--- config.mk ---
export PLATFORM = sky130hd
export DESIGN_NAME = regfile_cmd_ctrl_flat
export DESIGN_NICKNAME = d
export VERILOG_FILES = /design/src/rtl/regfile_cmd_ctrl_if.sv /design/src/rtl/regfile_cmd_ctrl.sv /design/src/flat_wrapper.sv
export SDC_FILE = /design/constraint.sdc
export NUM_CORES = 1
export LEC_CHECK = 0
export CAP_MARGIN = 0
export CELL_PAD_IN_SITES_DETAIL_PLACEMENT = 1
export CELL_PAD_IN_SITES_GLOBAL_PLACEMENT = 1
export CORE_AREA = 2 2 88 90
export DETAILED_ROUTE_END_ITERATION = 10
export DIE_AREA = 0 0 90 92
export DONT_BUFFER_PORTS = 1
export PLACE_DENSITY = 0.76
export RECOVER_POWER = 25
export SYNTH_ARGS = -nofsm -noshare
export SYNTH_HDL_FRONTEND = slang
export SYNTH_SLANG_ARGS = --single-unit
--- constraint.sdc ---
create_clock -name clk -period 1.5 [get_ports clk]
set_input_delay 0.225 -clock clk [delete_from_list [all_inputs] [get_ports clk]]
set_output_delay 0.225 -clock clk [all_outputs]
set_load 0.005 [all_outputs]
--- src/rtl/regfile_cmd_ctrl_if.sv ---
// Byte-link and register-file port bundle for regfile_cmd_ctrl.
// master = the command controller, slave = the link/register-file side.
interface regfile_cmd_ctrl_if;
    // Host receive byte stream
    logic [7:0] rx_data;
    logic       rx_valid;
    logic       rx_ready;
    // Readback transmit byte stream
    logic [7:0] tx_data;
    logic       tx_valid;
    logic       tx_ready;
    // Register file write port
    logic [7:0] write_addr;
    logic [7:0] write_data;
    logic       write;
    // Register file read port (read_data is registered: valid the cycle after read)
    logic [7:0] read_addr;
    logic       read;
    logic [7:0] read_data;

    modport master (
        input  rx_data, rx_valid, tx_ready, read_data,
        output rx_ready, tx_data, tx_valid,
               write_addr, write_data, write, read_addr, read
    );

    modport slave (
        output rx_data, rx_valid, tx_ready, read_data,
        input  rx_ready, tx_data, tx_valid,
               write_addr, write_data, write, read_addr, read
    );
endinterface

--- src/rtl/regfile_cmd_ctrl.sv ---
// Byte-serial command sequencer for the configuration register file.
// Commands: OP_WRITE addr data  -> one write strobe
//           OP_READ  addr       -> one read strobe, readback byte on tx
// Illegal addresses suppress the strobe and pulse err_addr; stalled
// partial commands are aborted after TIMEOUT_CYCLES idle cycles.
module regfile_cmd_ctrl #(
    parameter int         NUMREGS        = 16,
    parameter int         TIMEOUT_CYCLES = 1000,
    parameter logic [7:0] OP_WRITE       = 8'h01,
    parameter logic [7:0] OP_READ        = 8'h02
) (
    input  logic               clk,
    input  logic               reset_n,
    regfile_cmd_ctrl_if.master bus,
    output logic               busy,
    output logic               err_opcode,
    output logic               err_addr,
    output logic               err_timeout,
    output logic [15:0]        cmd_count
);

    localparam int            CW       = $clog2(TIMEOUT_CYCLES);
    localparam logic [CW-1:0] TMO_LAST = CW'(TIMEOUT_CYCLES - 1);

    typedef enum logic [2:0] {
        S_IDLE,
        S_GET_ADDR,
        S_GET_DATA,
        S_DO_WRITE,
        S_DO_READ,
        S_WAIT_RD,
        S_SEND
    } state_e;

    state_e        state_q, state_d;
    logic          is_read_q, is_read_d;      // opcode of the command in flight
    logic          addr_ok_q, addr_ok_d;      // latched address is < NUMREGS
    logic [7:0]    cmd_addr_q, cmd_addr_d;    // write address awaiting its data byte
    logic [7:0]    wr_addr_q, wr_addr_d;
    logic [7:0]    wr_data_q, wr_data_d;
    logic [7:0]    rd_addr_q, rd_addr_d;
    logic [7:0]    tx_data_q, tx_data_d;
    logic [CW-1:0] tmo_cnt_q, tmo_cnt_d;
    logic [15:0]   cmd_count_q, cmd_count_d;
    logic          err_opcode_q, err_opcode_d;
    logic          err_timeout_q, err_timeout_d;

    logic rx_ready_c;
    logic accept;
    logic addr_legal;

    assign accept     = bus.rx_valid && rx_ready_c;
    assign addr_legal = int'(bus.rx_data) < NUMREGS;

    // State and datapath registers; reset drops any command in flight.
    // NOTE: flops use <= so every register samples the pre-edge values of the others.
    always_ff @(posedge clk or negedge reset_n) begin
        if (!reset_n) begin
            state_q       <= S_IDLE;
            is_read_q     <= 1'b0;
            addr_ok_q     <= 1'b0;
            cmd_addr_q    <= '0;
            wr_addr_q     <= '0;
            wr_data_q     <= '0;
            rd_addr_q     <= '0;
            tx_data_q     <= '0;
            tmo_cnt_q     <= '0;
            cmd_count_q   <= '0;
            err_opcode_q  <= 1'b0;
            err_timeout_q <= 1'b0;
        end else begin
            state_q       <= state_d;
            is_read_q     <= is_read_d;
            addr_ok_q     <= addr_ok_d;
            cmd_addr_q    <= cmd_addr_d;
            wr_addr_q     <= wr_addr_d;
            wr_data_q     <= wr_data_d;
            rd_addr_q     <= rd_addr_d;
            tx_data_q     <= tx_data_d;
            tmo_cnt_q     <= tmo_cnt_d;
            cmd_count_q   <= cmd_count_d;
            err_opcode_q  <= err_opcode_d;
            err_timeout_q <= err_timeout_d;
        end
    end

    // Next-state and datapath update: command decode, address latching, timeout.
    always_comb begin
        // NOTE: every _d gets a default first, so no branch can leave one unassigned (no latch).
        state_d       = state_q;
        is_read_d     = is_read_q;
        addr_ok_d     = addr_ok_q;
        cmd_addr_d    = cmd_addr_q;
        wr_addr_d     = wr_addr_q;
        wr_data_d     = wr_data_q;
        rd_addr_d     = rd_addr_q;
        tx_data_d     = tx_data_q;
        tmo_cnt_d     = '0;
        cmd_count_d   = cmd_count_q;
        err_opcode_d  = 1'b0;
        err_timeout_d = 1'b0;

        // Inter-byte timeout; an accept in the expiry cycle wins.
        if ((state_q == S_GET_ADDR || state_q == S_GET_DATA) && !accept) begin
            if (tmo_cnt_q == TMO_LAST) begin
                err_timeout_d = 1'b1;
                state_d       = S_IDLE;
            end else begin
                tmo_cnt_d = tmo_cnt_q + 1'b1;
            end
        end

        unique case (state_q)
            S_IDLE: begin
                if (accept) begin
                    if (bus.rx_data == OP_WRITE || bus.rx_data == OP_READ) begin
                        is_read_d = (bus.rx_data == OP_READ);
                        state_d   = S_GET_ADDR;
                    end else if (bus.rx_data != 8'h00) begin
                        err_opcode_d = 1'b1;
                    end
                end
            end
            S_GET_ADDR: begin
                if (accept) begin
                    addr_ok_d = addr_legal;
                    if (is_read_q) begin
                        rd_addr_d = bus.rx_data;
                        state_d   = S_DO_READ;
                    end else begin
                        cmd_addr_d = bus.rx_data;
                        state_d    = S_GET_DATA;
                    end
                end
            end
            S_GET_DATA: begin
                if (accept) begin
                    wr_addr_d = cmd_addr_q;
                    wr_data_d = bus.rx_data;
                    state_d   = S_DO_WRITE;
                end
            end
            S_DO_WRITE: begin
                if (addr_ok_q) cmd_count_d = cmd_count_q + 16'd1;
                state_d = S_IDLE;
            end
            S_DO_READ: begin
                state_d = S_WAIT_RD;
            end
            S_WAIT_RD: begin
                tx_data_d = addr_ok_q ? bus.read_data : 8'h00;
                state_d   = S_SEND;
            end
            S_SEND: begin
                if (bus.tx_ready) begin
                    if (addr_ok_q) cmd_count_d = cmd_count_q + 16'd1;
                    state_d = S_IDLE;
                end
            end
            default: state_d = S_IDLE;
        endcase
    end

    // Outputs decoded from the current state.
    always_comb begin
        rx_ready_c = (state_q == S_IDLE) || (state_q == S_GET_ADDR) || (state_q == S_GET_DATA);
        bus.write  = (state_q == S_DO_WRITE) && addr_ok_q;
        bus.read   = (state_q == S_DO_READ) && addr_ok_q;
        err_addr   = ((state_q == S_DO_WRITE) || (state_q == S_DO_READ)) && !addr_ok_q;
        bus.tx_valid = (state_q == S_SEND);
        busy       = (state_q != S_IDLE);
    end

    assign bus.rx_ready   = rx_ready_c;
    assign bus.tx_data    = tx_data_q;
    assign bus.write_addr = wr_addr_q;
    assign bus.write_data = wr_data_q;
    assign bus.read_addr  = rd_addr_q;
    assign err_opcode     = err_opcode_q;
    assign err_timeout    = err_timeout_q;
    assign cmd_count      = cmd_count_q;

endmodule

--- src/flat_wrapper.sv ---
// flat-port wrapper written by rule: the top's interface ports become plain ports
module regfile_cmd_ctrl_flat 
#(
    parameter int         NUMREGS        = 16,
    parameter int         TIMEOUT_CYCLES = 1000,
    parameter logic [7:0] OP_WRITE       = 8'h01,
    parameter logic [7:0] OP_READ        = 8'h02
)
  (clk, reset_n, busy, err_opcode, err_addr, err_timeout, cmd_count, bus_rx_data, bus_rx_valid, bus_tx_ready, bus_read_data, bus_rx_ready, bus_tx_data, bus_tx_valid, bus_write_addr, bus_write_data, bus_write, bus_read_addr, bus_read);
  regfile_cmd_ctrl_if bus_i ();
  input  logic clk;
  input  logic reset_n;
  output logic busy;
  output logic err_opcode;
  output logic err_addr;
  output logic err_timeout;
  output logic [15:0] cmd_count;
  input wire logic [$bits(bus_i.rx_data)-1:0] bus_rx_data;
  input wire logic [$bits(bus_i.rx_valid)-1:0] bus_rx_valid;
  input wire logic [$bits(bus_i.tx_ready)-1:0] bus_tx_ready;
  input wire logic [$bits(bus_i.read_data)-1:0] bus_read_data;
  output wire logic [$bits(bus_i.rx_ready)-1:0] bus_rx_ready;
  output wire logic [$bits(bus_i.tx_data)-1:0] bus_tx_data;
  output wire logic [$bits(bus_i.tx_valid)-1:0] bus_tx_valid;
  output wire logic [$bits(bus_i.write_addr)-1:0] bus_write_addr;
  output wire logic [$bits(bus_i.write_data)-1:0] bus_write_data;
  output wire logic [$bits(bus_i.write)-1:0] bus_write;
  output wire logic [$bits(bus_i.read_addr)-1:0] bus_read_addr;
  output wire logic [$bits(bus_i.read)-1:0] bus_read;
  assign bus_i.rx_data = bus_rx_data;
  assign bus_i.rx_valid = bus_rx_valid;
  assign bus_i.tx_ready = bus_tx_ready;
  assign bus_i.read_data = bus_read_data;
  assign bus_rx_ready = bus_i.rx_ready;
  assign bus_tx_data = bus_i.tx_data;
  assign bus_tx_valid = bus_i.tx_valid;
  assign bus_write_addr = bus_i.write_addr;
  assign bus_write_data = bus_i.write_data;
  assign bus_write = bus_i.write;
  assign bus_read_addr = bus_i.read_addr;
  assign bus_read = bus_i.read;
  regfile_cmd_ctrl #(.NUMREGS(NUMREGS), .TIMEOUT_CYCLES(TIMEOUT_CYCLES), .OP_WRITE(OP_WRITE), .OP_READ(OP_READ)) u_core (.clk(clk), .reset_n(reset_n), .bus(bus_i), .busy(busy), .err_opcode(err_opcode), .err_addr(err_addr), .err_timeout(err_timeout), .cmd_count(cmd_count));
endmodule
==> qor.csv <==
stage,metric,value,unit
setup_path,Setup Crit Path Kind,flip-flop to flip-flop,
global_routing,first-pass GRT wire length,13600,um
synthesis,post-synthesis sequential element count,73,
power_and_ir_drop,internal portion of total power,0.00494,W
placed_design,detailed placer's ending HPWL,4940,um
synthesis,post-synthesis average cell area,11.8,um^2
run_status,status,"finished, violations left",
drt,number of vias per cell after detailed routing,5.29,
setup_path,total buffers and inverters traversed by the critical path,3,
power_and_ir_drop,switching share of power,29.8,%
setup_path,FF-to-FF setup slack,-0.09,ns
setup_path,endpoint kind of the worst setup timing path,flip-flop,
finish,area taken by flip-flops and latches,1830,um^2
sta,"Period Utilization, post-route",106,%
sta,final clock skew,0.0135,ns
synthesis,number of nets produced by synthesis,291,
clocking,Max H-tree Level,3,
sta,count of pins over their slew limit,0,
setup_path,data arrival time at the worst-slack endpoint,1.82,ns
setup_path,highest-delay cell along the critical path,sky130_fd_sc_hd__dfrtp_1,
setup_path,Critical R2R Capture,u_core.bus.write_data[2],
finish,"commonest non-fill, non-tap cell in the layout",sky130_fd_sc_hd__dfrtp_1,
setup_path,peak fanout along the critical path,8,
setup_path,launch instance of the worst register-to-register path,u_core.state_q[2],
job,number of violations of the max-capacitance limit,0,
drt,vias,2308,
synthesis,post-synthesis instance area,3170,um^2
finish,diode insertion count for antenna repair,0,
sta,minimum hold slack,-0.442,ns
drt,first-pass iteration count of the detailed router,5,
power_and_ir_drop,part of the power in the clock network,26.7,%
power_and_ir_drop,combinational cell fraction of total power,33.2,%
setup_path,largest stage delay on the critical path,0.42,ns
finish,final design utilization,58.9,%
sta,unrepaired setup endpoints after global routing,true,
clocking,Num Clock Sinks,73,
placed_design,Placed Instance Area,3500,um^2
drt,post-route DRC violation count,0,
setup_path,startpoint type of the worst setup path,flip-flop,
power_and_ir_drop,relative contribution of sequential cells to total power,40.1,%
floorplanning,effective utilization at floorplan,42.6,%
sta,max-slew headroom at the worst pin,81.6,%
power_and_ir_drop,Leakage Power,1.95,nW
synthesis,post-synthesis sequential area ratio,57.6,%
finish,multi-input combinational cell area,1620,um^2
worst_hold_path,Worst Hold Class,input port to asynchronous set/reset pin,
floorplanning,# IOs,76,
synthesis,predominant post-synthesis flop cell,sky130_fd_sc_hd__dfrtp_1,
run_status,violations in the final reports,"negative hold slack, negative setup slack",
clocking,clock latency on the worst-skew pair,0.35,ns
setup_path,Worst Setup SP,u_core.state_q[2],
global_routing,largest net degree at the start of global routing,74,
finish,filler cell count,760,
floorplanning,total core area,7450,um^2
power_and_ir_drop,power per standard cell area,1600,nW/um^2
finish,Final Instance Area,4390,um^2
global_routing,total congestion overflow,0,
synthesis,distinct cell type count after synthesis,41,
synthesis,ys async rst share,100,%
floorplanning,number of standard-cell rows in the floorplan,32,
synthesis,Gate Count Post-Synth,269,
finish,total number of nets in the final design,351,
placed_design,last weighted congestion value of the routability-driven placer,0.776,
drt,Post-Route WL,8910,um
setup_path,ordered cell list for the critical path,"buf_6, nor2b_1, buf_4, and2_4, buf_12, mux2_4",
drt,post-detailed-route count of antenna-violating nets,0,
sta,Hold Fails Final Rpt,73,
drt,number of DRC violations after detailed-routing iteration 0,74,
drt,routed wirelength normalized by instance count,20.4,um
clocking,maximum buffer depth of the clock tree,2,
placed_design,PortBufs,0,
global_routing,antenna violations before repair,0,
sta,upper clock frequency limit,0.630,GHz
floorplanning,DIE AREA,8280,um^2
sta,transition time at the pin with the least slew margin,0.274,ns
finish,share of post-route cells with drive strength above 1,45.2,%
finish,"commonest cells after routing, fill and taps aside","sky130_fd_sc_hd__dfrtp_1 (70), sky130_fd_sc_hd__buf_4 (37), sky130_fd_sc_hd__nand2_1 (29)",
global_routing,number of global-route vias before repair,2591,
setup_path,R2R depth,6,
clocking,CTS clock-pin slew for the worst setup and hold paths,0.08,ns
floorplanning,Die Y,92,um
sta,shortest clock period the worst path allows after layout,1.59,ns
clocking,CTS root buf,sky130_fd_sc_hd__clkbuf_8,
setup_path,count of cell instances traversed by the critical path,6,
finish,synth-to-layout area growth,38.3,%
floorplanning,width of the chip,90,um
sta,total setup violations reported at the end of the flow,36,
global_routing,Tot GR Track Use,20.8,%
clocking,"Hold-fix buffers, CTS",1,
synthesis,yosys warns,0,
power_and_ir_drop,switching power of the nets,0.00209,W
power_and_ir_drop,Peak supply drop,0.000786,V
setup_path,family with the most delay on the worst path,buffers and inverters,
clocking,TritonCTS clock tree,built,
clocking,clock buffer count from CTS,9,
synthesis,count of flip-flops with a built-in enable after synthesis,0,
setup_path,required arrival time at the worst endpoint,1.73,ns
setup_path,capturing element of the worst setup path,u_core.bus.write_data[2],
sta,Final Worst Setup Slack,-0.0871,ns
==> per-layer routing <==
metal  track usage, %  routed length, um  up-vias
met3             6.74                474        9
met2             36.0               4860       66
li1                 -                  -     1036
met4             5.77                 89        0
met5                0                  0        -
met1             25.0               3490     1197
==> synth_stat cells, types with 2 or more instances <==
library cell / number / area share, %
sky130_fd_sc_hd__mux2_1: 4 / 1.4
sky130_fd_sc_hd__nor2_1: 18 / 2.1
sky130_fd_sc_hd__clkbuf_1: 2 / 0.24
sky130_fd_sc_hd__inv_1: 5 / 0.59
sky130_fd_sc_hd__nor3_1: 6 / 0.95
sky130_fd_sc_hd__and4_1: 3 / 0.83
sky130_fd_sc_hd__nor2b_1: 3 / 0.59
sky130_fd_sc_hd__mux2_2: 29 / 10
sky130_fd_sc_hd__nand3_1: 11 / 1.7
sky130_fd_sc_hd__nand4_1: 5 / 0.99
sky130_fd_sc_hd__a21oi_1: 4 / 0.63
sky130_fd_sc_hd__o21ai_0: 12 / 1.9
sky130_fd_sc_hd__nand2b_1: 4 / 0.79
sky130_fd_sc_hd__xor2_1: 10 / 2.8
sky130_fd_sc_hd__nand3b_1: 2 / 0.47
sky130_fd_sc_hd__dfrtp_1: 73 / 58
sky130_fd_sc_hd__and3_1: 2 / 0.39
sky130_fd_sc_hd__ha_1: 2 / 0.79
sky130_fd_sc_hd__buf_4: 2 / 0.47
sky130_fd_sc_hd__o211ai_1: 3 / 0.71
sky130_fd_sc_hd__xnor2_1: 14 / 3.9
sky130_fd_sc_hd__nand2_1: 34 / 4.0
sky130_fd_sc_hd__buf_2: 3 / 0.47
==> sequential cells by signal, summed over array words and instances (netlist names), 3 cells and up <==
| register | count |
|---|---|
| u_core.cmd_addr_q | 8 |
| u_core.cmd_count | 16 |
| u_core.tmo_cnt_q | 10 |
| u_core.bus.write_addr | 8 |
| u_core.bus.write_data | 8 |
| u_core.bus.tx_data | 8 |
| u_core.state_q | 3 |
| u_core.bus.read_addr | 8 |
==> metrics by stage <==
stage          TNS, ns  setup WS [ns]  std cells  total power [W]
2_1_floorplan        0        0.00859        269          0.00360
3_3_place_gp   -0.0410        -0.0202        395          0.00400
3_5_place_dp    -0.768        -0.0896        395          0.00410
4_1_cts          -3.13         -0.115        431          0.00676
5_1_grt          -5.08         -0.161        436          0.00736
6_report         -2.42        -0.0871        436          0.00704
==> cell type report <==
| cell class | count | share of cell area (%) |
|---|---|---|
| well taps | 102 | 2.91 |
| flip-flops and latches | 73 | 41.7 |
| repair buffers | 58 | 12.5 |
| clock buffers | 10 | 2.91 |
| inverters | 5 | 0.428 |
| clock inverters | 6 | 2.62 |
| multi-input cells | 182 | 36.9 |
==> worst min-delay path by stage <==
| stage | startpoint | to | slack, ns | depth (start not counted) |
|---|---|---|---|---|
| after floorplan | reset_n | u_core.addr_ok_q | -0.07 | 0 |
| after global placement | reset_n | u_core.bus.tx_data[1] | -0.07 | 0 |
| after detailed placement | reset_n | u_core.bus.tx_data[7] | -0.07 | 0 |
| after CTS | reset_n | u_core.bus.tx_data[7] | -0.45 | 0 |
| after global routing | reset_n | u_core.bus.tx_data[7] | -0.46 | 0 |
| final | reset_n | u_core.bus.tx_data[7] | -0.44 | 0 |
==> cell families after synthesis <==
logic type | synth area share, %
xor+xnor | 6.63
simple gates | 16.3
compound gates | 3.95
mux | 12.2
fa+ha+maj | 0.789
flops | 57.6
buf+inv | 2.56
==> power by group through the flow <==
stage                     combinational (W)  sequential [W]  clock [W]
after floorplan                    0.000919         0.00268          0
after global placement              0.00121         0.00279          0
after global routing                0.00248         0.00288    0.00201
after CTS                           0.00204         0.00280    0.00192
final                               0.00233         0.00282    0.00188
after detailed placement            0.00128         0.00282          0
==> timing repair <==
item                       4_1_cts  5_1_grt
setup endpoints to repair       50       66
hold endpoints to repair        74       73
pin swaps                       11       11
setup buffers                   18        7
cloned                           1        0
gates resized for setup         64       41
(Power assumes the default switching activity.)
